### config.mk
export PLATFORM = sky130hd
export DESIGN_NAME = cdb_arbiter
export DESIGN_NICKNAME = d
export VERILOG_FILES = /design/src/rtl/cdb_arbiter.sv
export SDC_FILE = /design/constraint.sdc
export NUM_CORES = 1
export LEC_CHECK = 0
export ABC_AREA = 1
export CORE_ASPECT_RATIO = 1.75
export CORE_UTILIZATION = 55
export DETAILED_ROUTE_END_ITERATION = 6
export PLACE_DENSITY_LB_ADDON = 0.3
export RECOVER_POWER = 50
export SLEW_MARGIN = 30
export SYNTH_ARGS = -nofsm -noshare
export SYNTH_HDL_FRONTEND = slang
export SYNTH_SLANG_ARGS = --single-unit
### constraint.sdc
create_clock -name clk -period 4 [get_ports clk]
set_input_delay 0.6 -clock clk [delete_from_list [all_inputs] [get_ports clk]]
set_output_delay 0.6 -clock clk [all_outputs]
set_load 0.03 [all_outputs]
### src/rtl/cdb_arbiter.sv
// rtl/cdb_arbiter.sv - per-source result queues with round-robin common data bus broadcast

// One result queue: DEPTH entries of W bits, pointer-wrapped, cleared by reset or flush.
module cdb_result_fifo #(
    parameter int DEPTH = 2,
    parameter int W     = 37
) (
    input  logic         clk,
    input  logic         rst,
    input  logic         flush,
    input  logic         push,
    input  logic [W-1:0] wdata,
    input  logic         pop,
    output logic [W-1:0] rdata,
    output logic         full,
    output logic         empty
);
    localparam int PTR_W = (DEPTH > 1) ? $clog2(DEPTH) : 1;
    localparam int CNT_W = $clog2(DEPTH + 1);

    logic [W-1:0]     mem [DEPTH];
    logic [PTR_W-1:0] wr_ptr;
    logic [PTR_W-1:0] rd_ptr;
    logic [CNT_W-1:0] count;

    assign full  = (count == CNT_W'(DEPTH));
    assign empty = (count == '0);
    assign rdata = mem[rd_ptr];

    // Storage is not reset; only the pointers and count define which entries are live.
    always_ff @(posedge clk) begin
        if (push) begin
            mem[wr_ptr] <= wdata;
        end
    end

    // Pointers wrap naturally since DEPTH is a power of two; push and pop together keep count.
    always_ff @(posedge clk) begin
        if (rst || flush) begin
            wr_ptr <= '0;
            rd_ptr <= '0;
            count  <= '0;
        end else begin
            if (push) begin
                wr_ptr <= wr_ptr + PTR_W'(1);
            end
            if (pop) begin
                rd_ptr <= rd_ptr + PTR_W'(1);
            end
            case ({push, pop})
                2'b10:   count <= count + CNT_W'(1);
                2'b01:   count <= count - CNT_W'(1);
                default: count <= count;
            endcase
        end
    end
endmodule

// Top: queues per functional unit, round-robin grant from start-of-cycle occupancy.
module cdb_arbiter #(
    parameter int NUM_SRC = 4,
    parameter int DEPTH   = 2,
    parameter int TAG_W   = 5,
    parameter int DATA_W  = 32
) (
    input  logic                      clk,
    input  logic                      rst,
    input  logic                      flush,
    input  logic [NUM_SRC-1:0]        src_valid,
    input  logic [NUM_SRC*TAG_W-1:0]  src_tag,
    input  logic [NUM_SRC*DATA_W-1:0] src_data,
    output logic [NUM_SRC-1:0]        src_ready,
    output logic                      cdb_valid,
    output logic [TAG_W-1:0]          cdb_tag,
    output logic [DATA_W-1:0]         cdb_data
);
    localparam int RR_W  = (NUM_SRC > 1) ? $clog2(NUM_SRC) : 1;
    localparam int ENT_W = TAG_W + DATA_W;

    logic [NUM_SRC-1:0] q_full;
    logic [NUM_SRC-1:0] q_empty;
    logic [NUM_SRC-1:0] q_push;
    logic [NUM_SRC-1:0] q_pop;
    logic [ENT_W-1:0]   q_head [NUM_SRC];

    logic [RR_W-1:0]    rr_ptr;
    logic [RR_W-1:0]    grant_idx;
    logic               grant_valid;
    logic [RR_W-1:0]    rr_next;
    logic [ENT_W-1:0]   grant_ent;

    for (genvar i = 0; i < NUM_SRC; i++) begin : g_src
        // Ready looks only at queue occupancy (and reset), so a full queue never accepts even when popped.
        assign src_ready[i] = !rst && !q_full[i];
        assign q_push[i]    = src_valid[i] && src_ready[i] && !flush;
        assign q_pop[i]     = grant_valid && (grant_idx == RR_W'(i)) && !flush && !rst;

        cdb_result_fifo #(
            .DEPTH (DEPTH),
            .W     (ENT_W)
        ) u_fifo (
            .clk   (clk),
            .rst   (rst),
            .flush (flush),
            .push  (q_push[i]),
            .wdata ({src_tag[i*TAG_W +: TAG_W], src_data[i*DATA_W +: DATA_W]}),
            .pop   (q_pop[i]),
            .rdata (q_head[i]),
            .full  (q_full[i]),
            .empty (q_empty[i])
        );
    end

    // Round-robin scan from rr_ptr over queues that were non-empty before this edge.
    always_comb begin
        grant_valid = 1'b0;
        grant_idx   = '0;
        for (int k = 0; k < NUM_SRC; k++) begin
            if (!grant_valid && !q_empty[(int'(rr_ptr) + k) % NUM_SRC]) begin
                grant_valid = 1'b1;
                grant_idx   = RR_W'((int'(rr_ptr) + k) % NUM_SRC);
            end
        end
        rr_next   = RR_W'((int'(grant_idx) + 1) % NUM_SRC);
        grant_ent = q_head[grant_idx];
    end

    // Registered broadcast: a granted head leaves the queue and drives the bus for one cycle.
    always_ff @(posedge clk) begin
        if (rst) begin
            rr_ptr    <= '0;
            cdb_valid <= 1'b0;
            cdb_tag   <= '0;
            cdb_data  <= '0;
        end else if (flush) begin
            cdb_valid <= 1'b0;
        end else if (grant_valid) begin
            cdb_valid <= 1'b1;
            cdb_tag   <= grant_ent[ENT_W-1:DATA_W];
            cdb_data  <= grant_ent[DATA_W-1:0];
            rr_ptr    <= rr_next;
        end else begin
            cdb_valid <= 1'b0;
        end
    end
endmodule

# After elaboration in Yosys (flattened, before gate mapping)
# Memories as Yosys holds them, arrays and structs flattened. A register that Yosys moved wholly into a read port is not among the register bits.
# Index checks and enable logic that the tools add are counted.
# classes
n_addsub	20
n_mul	0
div	0
order_cmp	5
eq_ne	15
shifts	0
muxes	43
n_bitwise	5
n_reduce_logical	53
# op_table
cell	n
37-bit binary-select mux with 2-bit select	1
37-bit two-way mux	2
1-bit two-way mux	28
1-bit logical AND	27
2-bit equality test, second input constant	10
2-bit case mux with 2 select lines	4
2-bit by 1-bit adder with 2-bit output, second input constant	6
3-bit by 4-bit < comparator with 1-bit output, second input constant	3
1-bit logical NOT	11
2-bit by 1-bit equality test with 1-bit output, second input constant	5
2-bit logical NOT	5
1-bit adder, second input constant	8
1-bit binary-select mux with 2-bit select	4
2-bit two-way mux	4
2-bit nonzero test	4
2-bit OR reduction	4
2-bit by 1-bit subtractor with 2-bit output, second input constant	4
2-bit adder, second input constant	2
1-bit bitwise AND, first input constant	3
3-bit >= comparator, second input constant	1
2-bit by 3-bit < comparator with 1-bit output, second input constant	1
2-bit NOT with 3-bit output	1
2-bit AND reduction	1
1-bit logical OR	1
1-bit NOT	1
# word_totals
ff_bits	56
latchBits	0
mem_bits_rw	296
rom_bits	0
memories	4
# memory_table
memory	depth	width	rd	rd_clocked_by_memory_dff	wr	line	rtl
g_src[0].u_fifo.mem	2	37	1	1	1	21	logic [W-1:0] mem [DEPTH];
g_src[1].u_fifo.mem	2	37	1	1	1	21	
g_src[2].u_fifo.mem	2	37	1	1	1	21	
g_src[3].u_fifo.mem	2	37	1	1	1	21	

# Logic depth before layout (Yosys ltp)
# Gate-level depths: netlist of the first run.
# logic_depth
ltp_word	21
mapped_depth	18

# Hierarchy
# From an unflattened synthesis of the first run, not the netlist that was laid out.
# hier_totals
hier_cells	1185
area_unflattened_um2	15434.8
# by_module_without_submodules
module	n_inst	cells_each	area_each_um2
cdb_result_fifo	4	148	3045.4
cdb_arbiter	1	593	3253.1

# Worst setup path after synthesis of the first run
# Ideal clock, no wire load.
# synth_timing
path_kind	input to register
from	input port rst
to	memory g_src[0].u_fifo.mem[0][0], enable pin
setup_time_ns	0.431
arrival_ns	3.183
path_slack_ns	0.386
stages	4
n_path_buf	1
path_cell_list	clkbuf_1 a21oi_1 nand3_1 nor2_1
# synth_via
elab_chain_len	6
# synth_lines
element	line	rtl
start: declaration	67	input logic rst,
1-bit logical NOT	94	assign src_ready[i] = !rst && !q_full[i];
1-bit logical AND	94	
via src_ready[0]	72	output logic [NUM_SRC-1:0] src_ready,
1-bit logical AND (2 in a row)	95	assign q_push[i] = src_valid[i] && src_ready[i] && !flush;
1-bit two-way mux	32	if (push) begin
1-bit two-way mux (implied by the code)	33	mem[wr_ptr] <= wdata;
end: declaration	21	
# The timed path passes the listed nets, and every way through them passes these cells.

# Final worst setup path of the first run
# layout_timing
from	input port flush
to	memory g_src[2].u_fifo.mem[0][3], enable pin
# layout_via
elab_chain_len	4
# layout_lines
element	line	rtl
start: declaration	68	input logic flush,
1-bit logical NOT	95	
1-bit logical AND	95	
1-bit two-way mux	32	
1-bit two-way mux (implied by the code)	33	
end: declaration	21	
# No other way between the ends.

==> results.toml, run 1 <==
[layout]
syn_to_final_growth_pct = 22.7
antenna_cells = 0
final_area_um2 = 17700
fin_nets = 1475
drive_gt1_share_pct = 6.72

[timing]
tightest_slew_ns = 2.41
setup_viol = 0
setup_tns_ns = 0
finalClockSkew_ns = 0.0153
finalHoldViolCount = 0
slew_violations = 152
final.min_clock_period_ns = 3.32
rsz0062_at_grt = "false"
fmax_mhz = 301
fin_crit_sh_pct = 83.0
maxSlewHeadroom_pct = -60.6

[min_path]
whs_path_depth = 2
hold_path_class = "register to register"

[placed_design]
place_area_um2 = 16700
port_buffers = 196
globalplace.congestion = 0.850
dp_hpwl_mm = 22.6

[floorplan]
die_y_um = 216
initial_core_util_pct = 55.8
io-pin-count = 197
fp-row-count = 78
core_area_um2 = 25900
die_area_um2 = 26900
fp.dieW_um = 124

[logic_synthesis]
synth.top_cells.by_area = "edfxtp_1 (62%), mux2i_1 (10%), dfxtp_1 (8.3%), nand3_1 (6.9%), nand2_1 (3.9%)"
ys_ff_latch = 356
syn-num-nets = 1291
synth_edf_count = 296
synthArstFlopShare_pct = 0
synthFlopType = "edfxtp_1"
synthCells = 1132
yosys.area.top_type = "edfxtp_1"
synth_top_area_share_pct = 61.6
yosysWarningCount = 0
synth.cell_area_um2 = 14400
avgSynthCellArea_um2 = 12.7
ys_types = 28
yosysSeqAreaShare_pct = 69.9

[global_routing]
track_usage_pct = 25.9
overflow = 0
grt_max_degree = 77
grt_pass1_wl_mm = 52.3
grt_pass1_vias = 9489
antenna_found_initial = 0

[clock_network]
tritoncts = "yes"
clkSinkCount = 356
clock_latency_ns = 0.57
cts_resized = 0
cts-htree-levels = 1
path_clk_slew_ns = 0.07
cts_made_buffers = 30
clockRootBuffer = "clkbuf_16"
postCtsSetupBuffers = 0
clock_path_buffers = 3
postCtsHoldBufs = 0

[route]
drt_iter0_drc = 641
drc = 0
avgViaCountPerCell = 5.63
wl_per_cell_um = 20.7
drt.antenna.violating_nets = 0
vias = 9351
wl_mm = 34.4
dr.pass1.iters = 5

[critical_path]
critPathTopFamily = "buffers and inverters"
critical_path_class = "input pin to register"
slowest_stage = "clkbuf_1"
arrival_ns = 3.45
max_stage_delay_ns = 1.72
cp_max_fo = 37
required_ns = 4.13
crit_chain = "clkdlybuf4s50_1 > inv_1 > nand3_1 > nor2_4 > clkbuf_1"
cp-start-kind = "input pin"
cp_num_buf_inv = 3
r2r_cells = 5
cp.depth = 5
end_kind = "register"

[job]
drv_cap = 4

[pwr]
power_mw = 11.4
max-vdd-ir-drop_v = 0.000573
power.density_nw_per_um2 = 645
p_leak_nw = 6.20

[outcome]
status = "finished with violations"
violations = "capacitance limit, slew limit"
## power breakdown
| group | leakage, nW | internal [mW] | switching, mW |
|---|---|---|---|
| registers | 3.18 | 4.23 | 0.188 |
| logic | 2.50 | 1.21 | 2.69 |
| clock network | 0.520 | 1.81 | 1.29 |
## tightest hold or removal path, cell delays in order, from the launching register on
cell	delay, ns
dfxtp_1	0.31
nand2_1	0.08
a21oi_1	0.06
## cell usage in the layout (no fill, tap or decap), types with 2 or more instances in the layout
cell type        instances
inv_1                   53
dfxtp_2                  3
bufinv_16                5
buf_4                   12
clkdlybuf4s50_1         47
inv_4                    2
clkinv_2                 7
mux2i_1                148
nor2_2                   3
a21oi_1                 21
clkbuf_16               31
ha_1                     4
nor3_1                   4
nand2_1                147
nor2_4                  10
clkbuf_1                 8
edfxtp_1               296
clkbuf_8                 4
clkinv_1                 2
o21ai_1                  2
o21ai_0                  8
and3_1                   4
dlygate4sd3_1          148
nand3_1                199
dfxtp_1                 56
nor2_1                  99
clkinvlp_4               3
nand2_2                  4
## synthesized netlist by cell type, types with 3 or more instances
cell type / number
a21oi_1: 21
and3_1: 4
buf_1: 3
buf_2: 24
buf_4: 10
buf_6: 7
clkbuf_1: 18
dfxtp_1: 60
edfxtp_1: 296
ha_1: 4
inv_1: 53
mux2i_1: 148
nand2_1: 149
nand3_1: 199
nor2_1: 106
nor2_2: 5
nor3_1: 4
o21ai_0: 8
## final timing paths
| path | startpoint | endpoint | slack (ns) |
|---|---|---|---|
| worst max-delay path | flush | g_src[2].u_fifo.mem[0][3] | 0.68 |
| worst min-delay path | g_src[1].u_fifo.rd_ptr | g_src[1].u_fifo.rd_ptr | 0.49 |
| worst max register to register | g_src[2].u_fifo.count[0] | g_src[2].u_fifo.mem[0][3] | 0.75 |
| worst min register to register | g_src[1].u_fifo.rd_ptr | g_src[1].u_fifo.rd_ptr | 0.49 |
## state kept, by name, summed over array words and instances (netlist names), named ones only
| register | flops |
|---|---|
| g_src.u_fifo.wr_ptr | 4 |
| g_src.u_fifo.count | 8 |
| g_src.u_fifo.rd_ptr | 4 |
| rr_ptr | 2 |
| cdb_valid | 1 |
| cdb_tag | 5 |
| cdb_data | 32 |
| g_src.u_fifo.mem | 296 |
## stage by stage
| step | std cells | worst slack (ns) | utilization (%) | hold WS [ns] |
|---|---|---|---|---|
| final | 1660 | 0.678 | 68.5 | 0.494 |
| after CTS | 1660 | 1.14 | 68.5 | 0.496 |
| after detailed placement | 1604 | 1.15 | 64.4 | 0.485 |
| after global placement | 1604 | 1.21 | 64.4 | 0.476 |
| after floorplan | 1132 | 0.386 | - | 0.460 |
| after global routing | 1660 | 0.461 | 68.5 | 0.529 |
## metal layers
metal / vias to the layer above / routed length [um] / GRT usage (%)
li1: 4395 / - / -
met1: 4514 / 12100 / 29.1
met2: 350 / 18800 / 47.5
met3: 92 / 1610 / 2.39
met4: 0 / 1940 / 15.2
met5: - / 0 / 0
## area by class of cell
class	count	area, um^2
clock buffers	39	846
clock inverters	17	220
fillers	1861	8150
inverters	57	219
multi-input cells	657	3840
flip-flops and latches	356	10100
well taps	320	400
repair buffers	214	2090
## cells by family after synthesis
| group | Yosys count | share of synthesized area (%) |
|---|---|---|
| simple gates | 472 | 14.3 |
| fa+ha+maj | 4 | 0.347 |
| buf+inv | 119 | 3.96 |
| flops | 356 | 69.9 |
| compound gates | 32 | 1.14 |
| xor+xnor | 1 | 0.0607 |
| mux | 148 | 10.3 |
Power figures use the tool's default switching activity.
==> run 2: changes to the inputs <==
--- a/config.mk
+++ b/config.mk
@@ -7,7 +7,7 @@
 export LEC_CHECK = 0
 export ABC_AREA = 1
 export CORE_ASPECT_RATIO = 1.75
-export CORE_UTILIZATION = 55
+export CORE_UTILIZATION = 50
 export DETAILED_ROUTE_END_ITERATION = 6
 export PLACE_DENSITY_LB_ADDON = 0.3
 export RECOVER_POWER = 50
==> constraint.sdc (replaced) <==
create_clock -name clk -period 2.85 [get_ports clk]
set_input_delay 0.4275 -clock clk [delete_from_list [all_inputs] [get_ports clk]]
set_output_delay 0.4275 -clock clk [all_outputs]
set_load 0.03 [all_outputs]
==> run 2 against run 1 <==
The run now ends clean. Sequential power up 39%. Sequential share of layout area down 0.78 points. First-iteration DRC count down 3.9%. Non-clock buffer count up 5. Power up 41%. Design area up 1.4%. Combinational power up 45%. Critical endpoint is now g_src[0].u_fifo.count[1]. Largest cell class unchanged.
==> results.toml, run 2 (synthesis results as in run 1) <==
[outcome]
status = "completed"

[global_routing]
grt_pass1_vias = 9335
antenna_found_initial = 2
grt_pass1_wl_mm = 51.3
track_usage_pct = 24.0
grt_max_degree = 77
overflow = 0

[layout]
final_common_cell = "edfxtp_1"
largestRegisters = "g_src.u_fifo.mem: 296 flops, cdb_data: 32 flops, g_src.u_fifo.count: 8 flops"
final_area_um2 = 18000
final_cell_mix = "edfxtp_1 (296), nand3_1 (199), mux2i_1 (148), dlygate4sd3_1 (148), nand2_1 (147)"
final_util_pct = 63.7
top_register = "g_src.u_fifo.mem"
fin_nets = 1481
drive_gt1_share_pct = 7.28
largest_register_ffs = 296
nFillCells = 2257
syn_to_final_growth_pct = 24.4
fin_cells = 1723

[critical_path]
arrival_ns = 3.11
r2r_cells = 15
required_ns = 3.34
cp-start-kind = "register"
critical_path_class = "register to register"
reg2reg_slack_ns = 0.23
rr_endpoint = "g_src[0].u_fifo.count[1]"
endpoint = "g_src[0].u_fifo.count[1]"
startpoint = "g_src[3].u_fifo.count[1]"
end_kind = "register"
reg2reg_from = "g_src[3].u_fifo.count[1]"
cp_max_fo = 19

[placed_design]
place_inst = 1662
globalplace.congestion = 0.856
dp_hpwl_mm = 23.6
post-place-ws_ns = 0.155
place_area_um2 = 16900
port_buffers = 196

[timing]
setup_viol = 0
fin_ws_ns = 0.227
maxSlewHeadroom_pct = 26.1
fin_crit_sh_pct = 92.0
fmax_mhz = 381
holdWs_ns = 0.292
tightest_slew_ns = 1.11
finalHoldViolCount = 0
slew_violations = 0
final.min_clock_period_ns = 2.62
setup_tns_ns = 0
rsz0062_at_grt = "false"
finalClockSkew_ns = 0.0117

[pwr]
max-vdd-ir-drop_v = 0.00101
power_frac_seq_pct = 38.1
power_mw = 16.1
clkPwrFrac_pct = 26.8
power_switching_mw = 5.93
power.density_nw_per_um2 = 899
power.switching_fraction_pct = 36.7
p_leak_nw = 6.27
p_int_mw = 10.2
pwr-share-comb_pct = 35.1

[route]
drt_iter0_drc = 616
dr.pass1.iters = 5
wl_per_cell_um = 20.3
avgViaCountPerCell = 5.42
drt.antenna.violating_nets = 0
vias = 9342
wl_mm = 35.0
drc = 0

[floorplan]
core_area_um2 = 28200
initial_core_util_pct = 51.2
die_area_um2 = 29600
die_y_um = 227
fp.dieW_um = 130
io-pin-count = 197
fp-row-count = 81

[clock_network]
cts_resized = 0
clkSinkCount = 356
path_clk_slew_ns = 0.07
clock_path_buffers = 3
postCtsHoldBufs = 0
clockRootBuffer = "clkbuf_16"
tritoncts = "yes"
cts-htree-levels = 1
clock_latency_ns = 0.57
cts_made_buffers = 31
postCtsSetupBuffers = 0

[min_path]
whs_path_depth = 4
hold_path_class = "input pin to register"

[job]
drv_cap = 0
-- run 2: changes by cell type in the layout (fill, tap and decap cells not counted), moves of 2 or more --
cell,previous run,this run
buf_12,1,12
buf_4,12,9
clkbuf_8,4,2
clkinv_1,2,5
clkinv_2,7,5
clkinvlp_4,3,1
dfxtp_2,3,5
diode_2,0,3
nor2_1,99,97
nor2_2,3,7
nor2_4,10,8
-- run 2: final cells by class --
type,count,area (um^2),share of cell area [%]
Antenna cell,3,7.51,0.0418
Clock buffer,41,833,4.64
Clock inverter,17,215,1.20
Inverter,57,219,1.22
Multi-Input combinational cell,657,3840,21.4
Sequential cell,356,10100,56.2
Tap cell,373,467,2.60
Timing Repair Buffer,219,2270,12.7
-- run 2: worst max-delay path, stage by stage (launching register included) --
cell	delay, ns
dfxtp_1	0.35
nor2_2	0.15
nand2_1	0.09
nand3_1	0.12
nand2_1	0.11
nor2_2	0.18
nand3_1	0.12
nand2_2	0.12
nand2_2	0.10
buf_4	0.23
nand3_1	0.14
inv_1	0.06
ha_1	0.32
nor2_1	0.16
a21oi_1	0.11
nor3_2	0.17
-- run 2: worst min-delay path by stage --
| stage | from | slack, ns | end |
|---|---|---|---|
| floorplan | g_src[0].u_fifo.wr_ptr | 0.46 | g_src[0].u_fifo.wr_ptr |
| global placement | g_src[1].u_fifo.rd_ptr | 0.48 | g_src[1].u_fifo.rd_ptr |
| detailed placement | g_src[1].u_fifo.rd_ptr | 0.48 | g_src[1].u_fifo.rd_ptr |
| CTS | rst | 0.27 | cdb_valid |
| global route | rst | 0.31 | cdb_valid |
| finish | rst | 0.29 | cdb_valid |
-- run 2: metal layers --
metal / vias to the layer above / track usage [%] / share of wire (%)
li1: 4414 / - / -
met5: - / 0 / 0
met4: 0 / 14.4 / 5.7
met1: 4519 / 25.1 / 35
met2: 313 / 44.7 / 54
met3: 96 / 3.28 / 4.9
-- run 2: power by group through the flow --
stage / sequential, mW / clock (mW) / combinational (mW)
after floorplan: 6.49 / 0 / 3.56
after global placement: 6.24 / 0 / 5.60
after detailed placement: 6.25 / 0 / 5.73
after CTS: 6.14 / 4.39 / 5.76
after global routing: 6.17 / 4.57 / 6.12
final: 6.15 / 4.33 / 5.67
==> run 3: changes to the inputs <==
--- a/config.mk
+++ b/config.mk
@@ -9,9 +9,10 @@
 export CORE_ASPECT_RATIO = 1.75
 export CORE_UTILIZATION = 50
 export DETAILED_ROUTE_END_ITERATION = 6
+export GPL_TIMING_DRIVEN = 0
 export PLACE_DENSITY_LB_ADDON = 0.3
 export RECOVER_POWER = 50
-export SLEW_MARGIN = 30
+export SLEW_MARGIN = 10
 export SYNTH_ARGS = -nofsm -noshare
 export SYNTH_HDL_FRONTEND = slang
 export SYNTH_SLANG_ARGS = --single-unit
==> run 3 against run 2 <==
Register-to-register slack lost 0.07 ns. Non-clock buffer count grew 46. Fmax shrank 2.5%. Combinational power grew 6.5%. Via count grew 0.98%. Global-route usage is essentially flat. Design area grew 0.59%. Critical path depth shrank 10.
==> results.toml, run 3 (synthesis results as in run 1) <==
[outcome]
status = "completed"

[critical_path]
end_kind = "register"
reg2reg_from = "g_src[1].u_fifo.count[0]"
critPathTopFamily = "simple AND/OR/NAND/NOR gates"
r2r_cells = 5
critical_path_class = "register to register"
slowest_stage = "nor2_1"
crit_chain = "inv_1 > a21oi_1 > nand3_1 > nor2_1 > buf_12"
cp.depth = 5
required_ns = 3.10
max_stage_delay_ns = 1.08
endpoint = "g_src[1].u_fifo.mem[1][4]"
arrival_ns = 2.94
cp_num_buf_inv = 2
reg2reg_slack_ns = 0.16
cp-start-kind = "register"
startpoint = "g_src[1].u_fifo.count[0]"
cp_max_fo = 24
rr_endpoint = "g_src[1].u_fifo.mem[1][4]"

[global_routing]
grt_pass1_vias = 9438
grt_pass1_wl_mm = 51.2
track_usage_pct = 24.0
overflow = 0
grt_max_degree = 32
antenna_found_initial = 0

[route]
drt_iter0_drc = 573
drc = 0
vias = 9434
wl_per_cell_um = 20.0
drt.antenna.violating_nets = 0
dr.pass1.iters = 5
wl_mm = 35.2
avgViaCountPerCell = 5.36

[clock_network]
cts-htree-levels = 1
clkSinkCount = 356
path_clk_slew_ns = 0.07
clock_latency_ns = 0.55
postCtsSetupBuffers = 0
tritoncts = "yes"
clockRootBuffer = "clkbuf_16"
clock_path_buffers = 3
cts_resized = 0
postCtsHoldBufs = 0
cts_made_buffers = 29

[placed_design]
port_buffers = 195
place_area_um2 = 17100
globalplace.congestion = 0.866
dp_hpwl_mm = 26.0

[layout]
final_common_cell = "edfxtp_1"
top_register = "g_src.u_fifo.mem"
drive_gt1_share_pct = 7.93
final_cell_mix = "edfxtp_1 (296), nand3_1 (199), dlygate4sd3_1 (153)"
antenna_cells = 0
final_util_pct = 64.1
largestRegisters = "g_src.u_fifo.mem: 296 flops, cdb_data: 32 flops, g_src.u_fifo.count: 8 flops"
fin_nets = 1525
final_area_um2 = 18100
nFillCells = 2211
largest_register_ffs = 296
syn_to_final_growth_pct = 25.1

[floorplan]
die_y_um = 227
fp-row-count = 81
initial_core_util_pct = 51.2
io-pin-count = 197
fp.dieW_um = 130
die_area_um2 = 29600
core_area_um2 = 28200

[timing]
tightest_slew_ns = 1.34
final.min_clock_period_ns = 2.69
slew_violations = 0
rsz0062_at_grt = "false"
setup_tns_ns = 0
setup_viol = 0
fin_crit_sh_pct = 94.4
maxSlewHeadroom_pct = 10.2
finalClockSkew_ns = 0.0144
fmax_mhz = 372
finalHoldViolCount = 0

[pwr]
power.density_nw_per_um2 = 903
max-vdd-ir-drop_v = 0.000797
p_leak_nw = 6.38
power_mw = 16.3

[job]
drv_cap = 0

[min_path]
whs_path_depth = 2
hold_path_class = "register to register"
==> run 3: cell types whose count changed in the layout (fill, tap and decap cells not counted), sizes merged <==
cell           delta
buf              +30
clkinvlp          +1
inv               +1
bufinv            -2
clkbuf           +11
diode             -3
dlygate4sd3       +5
clkdlybuf4s50     -5
==> run 3: final cells by class <==
class                           instances  area, um^2  share of cell area (%)
Timing Repair Buffer                  203        2130                    11.8
Clock inverter                         17         178                   0.984
Tap cell                              373         467                    2.58
Sequential cell                       356       10100                    55.9
Multi-Input combinational cell        657        3790                    21.0
Clock buffer                           36         826                    4.57
Inverter                               57         219                    1.21
Buffer                                 62         353                    1.95
==> run 3: metrics by stage <==
| step | hold slack (ns) | setup slack (ns) | std cells |
|---|---|---|---|
| 5_1_grt | 0.508 | 0.0327 | 1761 |
| 3_5_place_dp | 0.487 | -0.0338 | 1708 |
| 4_1_cts | 0.430 | 0.226 | 1761 |
| 3_3_place_gp | 0.471 | -1.50 | 1700 |
| 2_1_floorplan | 0.460 | -0.592 | 1132 |
| 6_report | 0.501 | 0.161 | 1761 |
==> run 3: worst min path at each step <==
stage / start / end
floorplan: g_src[0].u_fifo.wr_ptr / g_src[0].u_fifo.wr_ptr
global placement: g_src[3].u_fifo.wr_ptr / g_src[3].u_fifo.wr_ptr
detailed placement: g_src[3].u_fifo.rd_ptr / register
CTS: src_data[37] / g_src[1].u_fifo.mem[0][5]
global route: src_data[24] / g_src[0].u_fifo.mem[0][24]
finish: g_src[1].u_fifo.rd_ptr / g_src[1].u_fifo.rd_ptr
==> run 3: where the power goes <==
part | switching, mW | leakage (nW) | internal [mW] | total (mW)
clock | 1.83 | 0.492 | 2.34 | 4.17
sequential | 0.170 | 3.18 | 5.92 | 6.09
combinational | 3.99 | 2.71 | 2.05 | 6.04
total | 5.98 | 6.38 | 10.3 | 16.3
==> run 3: layer usage <==
| layer | part of all wire, % | GRT usage, % |
|---|---|---|
| met5 | 0 | 0 |
| met4 | 4.4 | 11.0 |
| met3 | 4.7 | 2.57 |
| met2 | 55 | 45.9 |
| met1 | 36 | 25.9 |
==> run 3: worst register-to-register path, cell delays in order, from the launching register on <==
cell and delay [ns]:
dfxtp_1 0.39, inv_1 0.09, a21oi_1 0.23, nand3_1 0.29, nor2_1 1.08, buf_12 0.29
